File: config.mk
export PLATFORM = sky130hd
export DESIGN_NAME = booth_multiplier_seq_flat
export DESIGN_NICKNAME = d
export VERILOG_FILES = /design/src/rtl/booth_multiplier_seq_pkg.sv /design/src/rtl/booth_multiplier_seq_if.sv /design/src/rtl/booth_multiplier_seq_step.sv /design/src/rtl/booth_multiplier_seq.sv /design/src/flat_wrapper.sv
export SDC_FILE = /design/constraint.sdc
export NUM_CORES = 1
export LEC_CHECK = 0
export CAP_MARGIN = 40
export CORE_ASPECT_RATIO = 2
export CORE_MARGIN = 2
export CORE_UTILIZATION = 55
export CTS_CLUSTER_SIZE = 24
export DETAILED_ROUTE_END_ITERATION = 10
export GPL_TIMING_DRIVEN = 0
export PLACE_DENSITY = 0.81
export REMOVE_ABC_BUFFERS = 1
export SETUP_SLACK_MARGIN = 0.05
export SYNTH_ARGS = -nofsm -noshare
export SYNTH_HDL_FRONTEND = slang
export SYNTH_SLANG_ARGS = --single-unit
File: constraint.sdc
create_clock -name clk -period 9.5 [get_ports clk]
set_clock_uncertainty 0.15 [all_clocks]
set_input_delay 1.425 -clock clk [delete_from_list [all_inputs] [get_ports clk]]
set_output_delay 1.425 -clock clk [all_outputs]
set_load 0.01 [all_outputs]
File: src/rtl/booth_multiplier_seq_pkg.sv
// Shared types for the sequential radix-2 Booth multiplier: FSM state encoding,
// Booth pair codes and the step count. Optional feature macro: BOOTH_UNSIGNED_EN.
package booth_multiplier_seq_pkg;

  localparam logic [1:0] ST_IDLE = 2'd0;
  localparam logic [1:0] ST_BUSY = 2'd1;
  localparam logic [1:0] ST_DONE = 2'd2;

  typedef enum logic [1:0] {
    IDLE = ST_IDLE,
    BUSY = ST_BUSY,
    DONE = ST_DONE
  } state_e;

  // {Q[0], q_1} pairs that trigger an add or a subtract; the others only shift
  localparam logic [1:0] PAIR_ADD = 2'b01;
  localparam logic [1:0] PAIR_SUB = 2'b10;

  // Unsigned support widens the multiplier by one bit, costing one extra step for every op
  function automatic int steps_for(input int width);
`ifdef BOOTH_UNSIGNED_EN
    return width + 1;
`else
    return width;
`endif
  endfunction

endpackage

File: src/rtl/booth_multiplier_seq_if.sv
// Operand/product handshake bundle for booth_multiplier_seq.
// in_unsigned exists only when BOOTH_UNSIGNED_EN is defined.
interface booth_multiplier_seq_if #(
  parameter int WIDTH = 32
);
  logic                 in_valid;
  logic                 in_ready;
  logic [WIDTH-1:0]     in_m;
  logic [WIDTH-1:0]     in_q;
`ifdef BOOTH_UNSIGNED_EN
  logic                 in_unsigned;
`endif
  logic                 out_valid;
  logic                 out_ready;
  logic [2*WIDTH-1:0]   out_z;
  logic                 busy;

  modport master (
`ifdef BOOTH_UNSIGNED_EN
    output in_unsigned,
`endif
    output in_valid, in_m, in_q, out_ready,
    input  in_ready, out_valid, out_z, busy
  );

  modport slave (
`ifdef BOOTH_UNSIGNED_EN
    input  in_unsigned,
`endif
    input  in_valid, in_m, in_q, out_ready,
    output in_ready, out_valid, out_z, busy
  );
endinterface

File: src/rtl/booth_multiplier_seq_step.sv
// One radix-2 Booth iteration: conditional add/sub of M into A, then an
// arithmetic right shift of {A, Q, q_1}. Purely combinational.
module booth_multiplier_seq_step
  import booth_multiplier_seq_pkg::*;
#(
  parameter int AW = 33,
  parameter int QW = 32
) (
  input  logic [AW-1:0] i_a,
  input  logic [QW-1:0] i_q,
  input  logic          i_q1,
  input  logic [AW-1:0] i_m,
  output logic [AW-1:0] o_a,
  output logic [QW-1:0] o_q,
  output logic          o_q1
);

  logic [AW-1:0] w_sum;

  // Booth recoding of the current multiplier pair
  always_comb begin
    w_sum = i_a;
    case ({i_q[0], i_q1})
      PAIR_ADD: w_sum = i_a + i_m;
      PAIR_SUB: w_sum = i_a - i_m;
      default:  w_sum = i_a;
    endcase
  end

  assign o_a  = {w_sum[AW-1], w_sum[AW-1:1]};
  assign o_q  = {w_sum[0], i_q[QW-1:1]};
  assign o_q1 = i_q[0];

endmodule

File: src/rtl/booth_multiplier_seq.sv
// Iterative radix-2 Booth multiplier, one step per clock, valid/ready in and out.
// Defining BOOTH_UNSIGNED_EN adds per-op unsigned operands at a cost of one step.
module booth_multiplier_seq
  import booth_multiplier_seq_pkg::*;
#(
  parameter int WIDTH = 32
) (
  input  logic                   clk,
  input  logic                   rst_n,
  booth_multiplier_seq_if.slave  bus
);

  localparam int CNT_W = $clog2(WIDTH + 2);
  localparam int AW    = WIDTH + 1;
  localparam int QW    = steps_for(WIDTH);
  localparam logic [CNT_W-1:0] LAST_STEP = CNT_W'(QW - 1);

  state_e           r_state;
  state_e           w_state_nxt;
  logic [AW-1:0]    r_a;
  logic [AW-1:0]    r_m;
  logic [QW-1:0]    r_q;
  logic             r_q1;
  logic [CNT_W-1:0] r_cnt;
  logic [2*WIDTH-1:0] r_out_z;
  logic             r_out_valid;

  logic [AW-1:0]    w_a_nxt;
  logic [QW-1:0]    w_q_nxt;
  logic             w_q1_nxt;
  logic [AW-1:0]    w_m_ext;
  logic [QW-1:0]    w_q_ext;
  logic [2*WIDTH-1:0] w_prod;
  logic             w_accept;
  logic             w_last;
  logic             w_take;

`ifdef BOOTH_UNSIGNED_EN
  assign w_m_ext = {(bus.in_unsigned ? 1'b0 : bus.in_m[WIDTH-1]), bus.in_m};
  assign w_q_ext = {(bus.in_unsigned ? 1'b0 : bus.in_q[WIDTH-1]), bus.in_q};
  assign w_prod  = {w_a_nxt[WIDTH-2:0], w_q_nxt};
`else
  assign w_m_ext = {bus.in_m[WIDTH-1], bus.in_m};
  assign w_q_ext = bus.in_q;
  assign w_prod  = {w_a_nxt[WIDTH-1:0], w_q_nxt};
`endif

  assign w_accept = bus.in_valid && (r_state == IDLE);
  assign w_last   = (r_state == BUSY) && (r_cnt == LAST_STEP);
  assign w_take   = (r_state == DONE) && bus.out_ready;

  booth_multiplier_seq_step #(
    .AW (AW),
    .QW (QW)
  ) u_step (
    .i_a  (r_a),
    .i_q  (r_q),
    .i_q1 (r_q1),
    .i_m  (r_m),
    .o_a  (w_a_nxt),
    .o_q  (w_q_nxt),
    .o_q1 (w_q1_nxt)
  );

  // FSM state register
  always_ff @(posedge clk or negedge rst_n) begin
    if (!rst_n) begin
      r_state <= IDLE;
    end else begin
      r_state <= w_state_nxt;
    end
  end

  // FSM next-state decode
  always_comb begin
    w_state_nxt = r_state;
    case (r_state)
      IDLE:    w_state_nxt = w_accept ? BUSY : IDLE;
      BUSY:    w_state_nxt = w_last ? DONE : BUSY;
      DONE:    w_state_nxt = bus.out_ready ? IDLE : DONE;
      default: w_state_nxt = IDLE;
    endcase
  end

  // Operand/accumulator registers, step counter and the held product
  always_ff @(posedge clk or negedge rst_n) begin
    if (!rst_n) begin
      r_a         <= '0;
      r_m         <= '0;
      r_q         <= '0;
      r_q1        <= 1'b0;
      r_cnt       <= '0;
      r_out_z     <= '0;
      r_out_valid <= 1'b0;
    end else begin
      if (w_accept) begin
        r_a   <= '0;
        r_m   <= w_m_ext;
        r_q   <= w_q_ext;
        r_q1  <= 1'b0;
        r_cnt <= '0;
      end else if (r_state == BUSY) begin
        r_a   <= w_a_nxt;
        r_q   <= w_q_nxt;
        r_q1  <= w_q1_nxt;
        r_cnt <= r_cnt + CNT_W'(1);
      end
      // Product is captured straight from the final step so out_valid lands N_STEPS after accept
      if (w_last) begin
        r_out_z     <= w_prod;
        r_out_valid <= 1'b1;
      end else if (w_take) begin
        r_out_valid <= 1'b0;
      end
    end
  end

  assign bus.in_ready  = (r_state == IDLE);
  assign bus.busy      = (r_state != IDLE);
  assign bus.out_valid = r_out_valid;
  assign bus.out_z     = r_out_z;

endmodule

File: src/flat_wrapper.sv
// flat-port wrapper written by rule: the top's interface ports become plain ports
module booth_multiplier_seq_flat import booth_multiplier_seq_pkg::*;
#(
  parameter int WIDTH = 32
)
  (clk, rst_n, bus_in_valid, bus_in_m, bus_in_q, bus_out_ready, bus_in_ready, bus_out_valid, bus_out_z, bus_busy);
  booth_multiplier_seq_if #(.WIDTH(WIDTH)) bus_i ();
  input  logic clk;
  input  logic rst_n;
  input wire logic [$bits(bus_i.in_valid)-1:0] bus_in_valid;
  input wire logic [$bits(bus_i.in_m)-1:0] bus_in_m;
  input wire logic [$bits(bus_i.in_q)-1:0] bus_in_q;
  input wire logic [$bits(bus_i.out_ready)-1:0] bus_out_ready;
  output wire logic [$bits(bus_i.in_ready)-1:0] bus_in_ready;
  output wire logic [$bits(bus_i.out_valid)-1:0] bus_out_valid;
  output wire logic [$bits(bus_i.out_z)-1:0] bus_out_z;
  output wire logic [$bits(bus_i.busy)-1:0] bus_busy;
  assign bus_i.in_valid = bus_in_valid;
  assign bus_i.in_m = bus_in_m;
  assign bus_i.in_q = bus_in_q;
  assign bus_i.out_ready = bus_out_ready;
  assign bus_in_ready = bus_i.in_ready;
  assign bus_out_valid = bus_i.out_valid;
  assign bus_out_z = bus_i.out_z;
  assign bus_busy = bus_i.busy;
  booth_multiplier_seq #(.WIDTH(WIDTH)) u_core (.clk(clk), .rst_n(rst_n), .bus(bus_i));
endmodule
## Word-level counts from Yosys, hierarchy flattened

Index checks and enable logic that the tools add are counted.
W data, S select, Z words.

| operators by class | value |
|---|---|
| mux-type cells | 15 |
| $mul | 0 |
| $lt $le $gt $ge | 0 |
| shift-type cells | 0 |
| equality and inequality tests | 5 |
| add/subtract/negate cells | 3 |
| divide/modulo/power cells | 0 |
| bitwise gates (word level) | 0 |
| reductions and logical operators | 7 |

Operators by type and width:

| kind | number |
|---|---|
| $mux W33 | 2 |
| $pmux W33 S2 | 1 |
| $mux W32 | 2 |
| $add A33 B33 Y33 | 1 |
| $sub A33 B33 Y33 | 1 |
| $mux W6 | 2 |
| $add A6 B1 Y6 const B | 1 |
| $eq A6 B5 Y1 const B | 1 |
| $pmux W2 S3 | 1 |
| $reduce_bool A2 Y1 | 3 |
| $mux W1 | 5 |
| $eq A2 B1 Y1 const B | 2 |
| $eq A2 B2 Y1 const B | 2 |
| $mux W2 | 2 |
| $logic_and A1 B1 Y1 | 3 |
| $logic_not A2 Y1 | 1 |

| word-level totals | value |
|---|---|
| memories kept | 0 |
| bits in writable memories | 0 |
| bits in registers | 171 |
| bits in latches | 0 |
| word-level logic and storage cells | 38 |
| bits in read-only memories | 0 |
| bits of input ports | 68 |

## Depth between registers and ports, before layout

Gate-level depths: netlist (run 1).

| depth | value |
|---|---|
| depth in word-level cells | 4 |
| depth in mapped cells | 18 |

## Hierarchy

Synthesis (run 1) repeated with hierarchy kept, for this count alone.

| unflattened totals | value |
|---|---|
| cell total of the unflattened synthesis | 1047 |
| area, all modules | 10177.3 um^2 |

By module, submodules not included:

| module | area an instance (um^2) | seq. area each (um^2) | times used | cells each |
|---|---|---|---|---|
| booth_multiplier_seq | 7111.8 | 4279.1 | 1 | 574 |
| booth_multiplier_seq_step | 3065.4 | 0.0 | 1 | 473 |

## Worst setup path after synthesis (run 1)

OpenSTA, ideal clock, no wires.

| path | value |
|---|---|
| kind | reg-to-reg |
| from | register u_core.r_m[3] |
| to | register u_core.r_a[29] |
| period minus slack after synthesis | 4054 ps |
| stages on the path, launching flop included | 19 |
| path slack | 5446 ps |
| buffers on the path | 1 |
| arrival | 3835 ps |
| path through | dfrtp_1 > nor3_1 > nand2b_1 > nor4_1 > and3_1 > and2_1 > a21oi_1 > xnor2_1 > ha_1 > buf_6 > a21o_1 > a21o_1 > a21oi_2 > nor2_1 > a2111oi_4 > o21bai_1 > a41o_1 > or4b_1 > nand3_1 |

| on the way | value |
|---|---|
| longest elaborated chain between the ends | 4 |
| elaborated cells between the ends (all ways) | 5 |

Ends and longest elaborated chain:

| item | RTL line | text |
|---|---|---|
| start, declared | booth_multiplier_seq.sv:21 | `logic [AW-1:0] r_m;` |
| start signal, assigned | booth_multiplier_seq.sv:98 | `r_m <= w_m_ext;` |
| $sub A33 B33 Y33 / $add A33 B33 Y33 (equally long branches) | booth_multiplier_seq_step.sv:25, booth_multiplier_seq_step.sv:24 |  |
| $pmux W33 S2 * | booth_multiplier_seq_step.sv:23 | `case ({i_q[0], i_q1})` |
| $mux W33 * | booth_multiplier_seq.sv:102 | `end else if (r_state == BUSY) begin` |
| $mux W33 * | booth_multiplier_seq.sv:96 | `if (w_accept) begin` |
| end signal, assigned | booth_multiplier_seq.sv:103 | `r_a <= w_a_nxt;` |
| end, declared | booth_multiplier_seq.sv:20 | `logic [AW-1:0] r_a;` |

Mark *: on every way between the ends. The rest lies on a longest branch, timed or not. The select of a mux whose other input is x is not followed.
A chain may end at the register's enable or synchronous reset.

## Final worst setup path (run 1)

| path | value |
|---|---|
| from | register u_core.r_m[3] |
| to | register u_core.r_a[31] |

The elaborated chain is that of the path after synthesis.

==> results of run 1 <==
-- power groups by stage --
| stage | sequential [uW] | combinational [uW] | clock (uW) |
|---|---|---|---|
| after detailed placement | 1330 | 3020 | 0 |
| after global placement | 1320 | 2900 | 0 |
| after CTS | 1320 | 3050 | 702 |
| final | 1330 | 3060 | 688 |
| after floorplan | 1310 | 2210 | 0 |
| after global routing | 1370 | 3450 | 730 |
-- state kept, by name (all words and copies together) (netlist names) --
name and count:
u_core.r_state 2, u_core.bus.out_z 64, u_core.r_m 32, u_core.bus.out_valid 1, u_core.r_cnt 6, u_core.r_q1 1, u_core.r_q 32, u_core.r_a 32
-- cell families (layout without fill, tap and decap cells) --
| group | Yosys count | after routing | synth area share [%] |
|---|---|---|---|
| buffers and inverters | 75 | 190 | 3.139 |
| muxes | 13 | 13 | 1.454 |
| adders and majority gates | 36 | 36 | 4.974 |
| DFF | 170 | 170 | 46.21 |
| xor gates and xnor gates | 59 | 59 | 5.613 |
| and+or+nand+nor | 487 | 487 | 22.51 |
| AOI/OAI and AO/OA | 248 | 248 | 16.11 |
-- critical path, delay by kind of cell (launching register included) --
family | cells | cell delay [ns]
fa+ha+maj | 1 | 0.44
flops | 1 | 0.44
simple gates | 10 | 2.81
compound gates | 4 | 0.81
xor+xnor | 2 | 0.32
-- per-stage QoR --
| stage | worst slack, ns | std cells | instance area [um^2] | total power, uW |
|---|---|---|---|---|
| final | 4.450 | 1410 | 11380 | 5075 |
| after global routing | 4.025 | 1410 | 11380 | 5547 |
| after CTS | 4.547 | 1410 | 11380 | 5079 |
| after detailed placement | 4.603 | 1379 | 10800 | 4355 |
| after global placement | -0.1187 | 1372 | 10590 | 4212 |
| after floorplan | 5.037 | 1031 | 8985 | 3515 |
-- placed cells by master (no fill, tap or decap), drive strengths merged, types with 17 or more instances in the layout --
cell and instances:
nand2 316, dfrtp 170, clkdlybuf4s50 133, o21ai 87, a21oi 78, nor2 66
xnor2 42, nand3 37, ha 35, a22oi 32, clkbuf 22, inv 19
xor2 17
-- area by class of cell --
class,instances,area [um^2],area share [%]
multi-input combinational,843,4703,41.33
inverter,18,67.56,0.5937
clock inverter,9,115.1,1.012
timing repair buffer,141,1516,13.33
clock buffer,22,464.2,4.079
sequential,170,4254,37.38
tap,207,259.0,2.276
-- final timing paths --
| check | start | to | slack (ns) | depth (start not counted) |
|---|---|---|---|---|
| max in group asynchronous | rst_n | u_core.r_q[16] | 7.49 | 2 |
| min in group asynchronous | rst_n | u_core.bus.out_z[46] | 0.89 | 1 |
| min reg2reg | u_core.bus.out_z[7] | u_core.bus.out_z[7] | 0.32 | 2 |
| max | u_core.r_m[3] | u_core.r_a[31] | 4.45 | 17 |
| max reg2reg | u_core.r_m[3] | u_core.r_a[31] | 4.45 | 17 |
| min | u_core.bus.out_z[7] | u_core.bus.out_z[7] | 0.32 | 2 |
-- routing by layer --
metal | global-route usage (%) | share of wire (%) | wire (um) | up-vias
li1 | - | - | - | 3921
met1 | 33.99 | 42 | 9346 | 3868
met2 | 43.17 | 50 | 11200 | 228
met3 | 4.875 | 5.6 | 1247 | 32
met4 | 8.407 | 1.8 | 405 | 0
met5 | 0 | 0 | 0 | -
==> results.cfg, run 1 <==
[die]
die_area_mm2 = 0.01785
start_util_pct = 55.47
die_y_um = 187.0
rows = 67
io_pins = 135
core_area_mm2 = 0.01660
dieWidth_um = 95.49

[global_route]
grt.overflow.total = 0
grt_max_degree = 97
grt_pass1_vias = 7922
grt_first_pass_wirelength_mm = 37.32
track_usage_pct = 25.99
grt_antenna_before_repair = 0

[logic_synthesis]
synth_enable_flop_cells = 0
synth_common_cells = 316 x nand2_1, 170 x dfrtp_1, 84 x o21ai_0
synth_cell_types = 55
yosysWarnings = 0
async_flop_share_pct = 100.0
yosysMostFrequentCell = nand2_1
syn_area_per_cell_um2 = 8.462
synth.largest_area_cell = dfrtp_1
ys_seq_elements = 170
synth_top_cell_area_share_pct = 46.21
syn_area_mm2 = 0.009206
syn_inst = 1088
synthFlopType = dfrtp_1
synth.area.top_cells = dfrtp_1 46%, nand2_1 13%, ha_1 4.8%
ys_seq_area_share_pct = 46.21

[timing]
fmax_ghz = 0.1980
layout_min_cycle_time_ns = 5.050
finalCritPeriodShare_pct = 53.16
setup_tns_ns = 0
tightest_slew_ns = 0.8871
finalHoldViolCount = 0
rsz0062_at_grt = no
setup_viol_count_final = 0
holdWs_ns = 0.3207
slew_violations = 0
maxSlewHeadroom_pct = 40.74

[power_and_ir_drop]
sw_frac_of_total_pct = 45.11
p_leak_uw = 0.005192
switching_power_uw = 2290
p_per_area_mw_per_mm2 = 446.0
pwr-share-seq_pct = 26.1
p_comb_share_pct = 60.3
p_int_uw = 2786
ir_worst_vdd_mv = 0.3012
p_clk_share_pct = 13.6

[drt]
drc = 0
vias_per_cell = 5.709
drt_iter0_drc = 365
dr.pass1.iters = 5
via_count = 8049
antenna_left = 0
drt-total-wl_mm = 22.20
routedWlPerCell_um = 15.75

[clock_tree]
cts_resized = 0
ctsLongestPathBuffers = 2
clk_pin_slew_ns = 0.07
clock_sinks = 170
cts-buffers-inserted = 17
hold_buffers = 0
insertion_delay_ns = 0.42
cts-root-buf = clkbuf_16
post_cts_buffers = 0
htree_levels = 4
cts_tree = built

[critical_path]
worstPathRequired_ns = 9.71
critPathLaunchType = flop
cp_cell_sequence = nor3_1, nand2b_1, nor4_1, and3_1, and2_1, a21oi_1, xnor2_1, ha_1, nand2_1, nor4_2, nand2_1, o211ai_1, o21ai_0, a21oi_1, xnor2_1, or4_1, nand3_1
critPathMaxStageDelay_ns = 0.48
endpoint_kind = flop
crit_arrival_ns = 5.26
path_class = reg2reg
path_max_fanout = 8
crit_slowest_cell = nor4_1

[layout]
fin_util_pct = 68.56
fin_nets = 1295
antennaDiodeCount = 0
area_growth_pct = 23.61
drive_gt1_share_pct = 4.738
fill_cells = 1331

[placed_design]
dp_hpwl_mm = 15.37
gp_congestion = 0.9949
port-buffer-count = 134

[flow_run]
max_cap_violations = 0

[hold_path]
hold_path.class = reg2reg

[outcome]
outcome = complete, no violations
No activity file was read; power rests on OpenSTA's default activity.
==> inputs of run 2 (changes only) <==
clock period = 4.7 ns   (was 9.5 ns; I/O delays follow)
==> results.cfg, run 2 (same netlist as run 1, synthesis figures left out) <==
[global_route]
grt_first_pass_wirelength_mm = 37.45
grt_antenna_before_repair = 0
grt_max_degree = 97
track_usage_pct = 26.08
grt.overflow.total = 0
grt_pass1_vias = 7918

[hold_path]
hold_path.class = in2async

[layout]
layout_common_cells = 312 x nand2_1, 170 x dfrtp_1, 133 x clkdlybuf4s50_1, 83 x o21ai_0, 75 x a21oi_1
area_growth_pct = 24.67
antennaDiodeCount = 0
fill_cells = 1313
final_common_cell = nand2_1
finalInstanceArea_mm2 = 0.01148
fin_util_pct = 69.15
fin_nets = 1297
seqCellArea_mm2 = 0.004254
drive_gt1_share_pct = 5.726
largest_reg_flops = 64
multi_input_area_mm2 = 0.004786

[power_and_ir_drop]
pwr-share-seq_pct = 25.9
p_leak_uw = 0.005217
sw_frac_of_total_pct = 45.33
switching_power_uw = 4720
p_comb_share_pct = 60.8
p_int_uw = 5692
p_per_area_mw_per_mm2 = 907.2
p_clk_share_pct = 13.4
p_total_uw = 10410
ir_worst_vdd_mv = 0.6195

[timing]
fmax_ghz = 0.2276
slew_violations = 0
setup_viol_count_final = 0
finalHoldViolCount = 0
maxSlewHeadroom_pct = 41.20
tightest_slew_ns = 0.8802
fin_ws_ns = 0.3060
layout_min_cycle_time_ns = 4.394
finalCritPeriodShare_pct = 93.49
setup_tns_ns = 0
rsz0062_at_grt = yes

[clock_tree]
cts_tree = built
cts-root-buf = clkbuf_16
cts-buffers-inserted = 17
insertion_delay_ns = 0.42
htree_levels = 4
clk_pin_slew_ns = 0.07
ctsLongestPathBuffers = 2
clock_sinks = 170

[die]
io_pins = 135
core_area_mm2 = 0.01660
rows = 67
die_y_um = 187.0
dieWidth_um = 95.49
die_area_mm2 = 0.01785
start_util_pct = 55.47

[placed_design]
dp_hpwl_mm = 15.37
pre_cts_ws_ns = -0.1969
gp_congestion = 0.9949
dpl-instance-area_mm2 = 0.01080
port-buffer-count = 134

[critical_path]
worstPathRequired_ns = 4.91
path_max_fanout = 5
startpoint = u_core.r_m[3]
path_class = reg2reg
r2r-start = u_core.r_m[3]
crit_arrival_ns = 4.60
critPathLaunchType = flop
endpoint_kind = flop

[drt]
via_count = 8024
drt_iter0_drc = 359
antenna_left = 0
dr.pass1.iters = 5
drc = 0
vias_per_cell = 5.683
drt-total-wl_mm = 22.39
routedWlPerCell_um = 15.85

[flow_run]
max_cap_violations = 0

[outcome]
outcome = complete, no violations
[run 2: changes by cell type in the layout (fill, tap and decap cells not counted), sizes merged]
| cell | change |
|---|---|
| buf | +2 |
[run 2: worst paths after layout]
check | endpoint | slack, ns | cells past startpoint
worst min register to register | u_core.bus.out_z[7] | 0.32 | 2
worst max-delay path | u_core.r_a[31] | 0.31 | 17
worst min-delay path | u_core.bus.out_z[46] | 0.17 | 1
max in group asynchronous | u_core.r_q[16] | 3.39 | 2
min in group clk | u_core.bus.out_z[7] | 0.32 | 2
worst max register to register | u_core.r_a[31] | 0.31 | 17
[run 2: critical path, stage by stage, from the launching register on]
cell	delay (ns)
dfrtp_1	0.45
nor3_2	0.24
nand2b_1	0.15
nor4_4	0.36
and3_4	0.28
and2_1	0.21
a21oi_1	0.11
xnor2_1	0.17
ha_2	0.38
nand2_2	0.10
nor4_4	0.33
nand2_1	0.09
o211ai_1	0.32
o21ai_1	0.17
a21oi_2	0.17
xnor2_1	0.13
or4_1	0.42
nand3_1	0.10
[run 2: power by group through the flow]
| stage | Combinational, uW | Clock (uW) | Sequential, uW |
|---|---|---|---|
| 2_1_floorplan | 4460 | 0 | 2650 |
| 3_3_place_gp | 5850 | 0 | 2660 |
| 3_5_place_dp | 6110 | 0 | 2690 |
| 4_1_cts | 6200 | 1420 | 2680 |
| 5_1_grt | 7100 | 1480 | 2780 |
| 6_report | 6330 | 1390 | 2690 |
[run 2: layout make-up]
cell class / instances / area share (%)
multi-input cells: 843 / 41.70
flip-flops and latches: 170 / 37.07
repair buffers: 143 / 13.34
clock buffers: 22 / 4.044
well taps: 207 / 2.257
clock inverters: 9 / 1.003
inverters: 18 / 0.5887
[run 2: metal layers]
layer | track usage [%] | wire, um | up-vias | part of all wire (%)
li1 | - | - | 3928 | -
met1 | 34.21 | 9382 | 3846 | 42
met2 | 43.42 | 11340 | 226 | 51
met3 | 4.593 | 1325 | 24 | 5.9
met4 | 8.462 | 337 | 0 | 1.5
met5 | 0 | 0 | - | 0
[run 2: repair_timing]
action,4_1_cts,5_1_grt
setup buffers,0,2
hold buffers,0,0
endpoints found under the hold margin,0,0
gates cloned,0,0
pin swaps,0,5
setup endpoints to repair,5,10
gates resized for setup,4,12
[run 2: stage by stage]
step | cells | hold WS, ns
floorplan | 1031 | 0.2594
global placement | 1372 | 0.3076
detailed placement | 1379 | 0.3116
CTS | 1410 | 0.1885
global route | 1412 | 0.2247
finish | 1412 | 0.1660
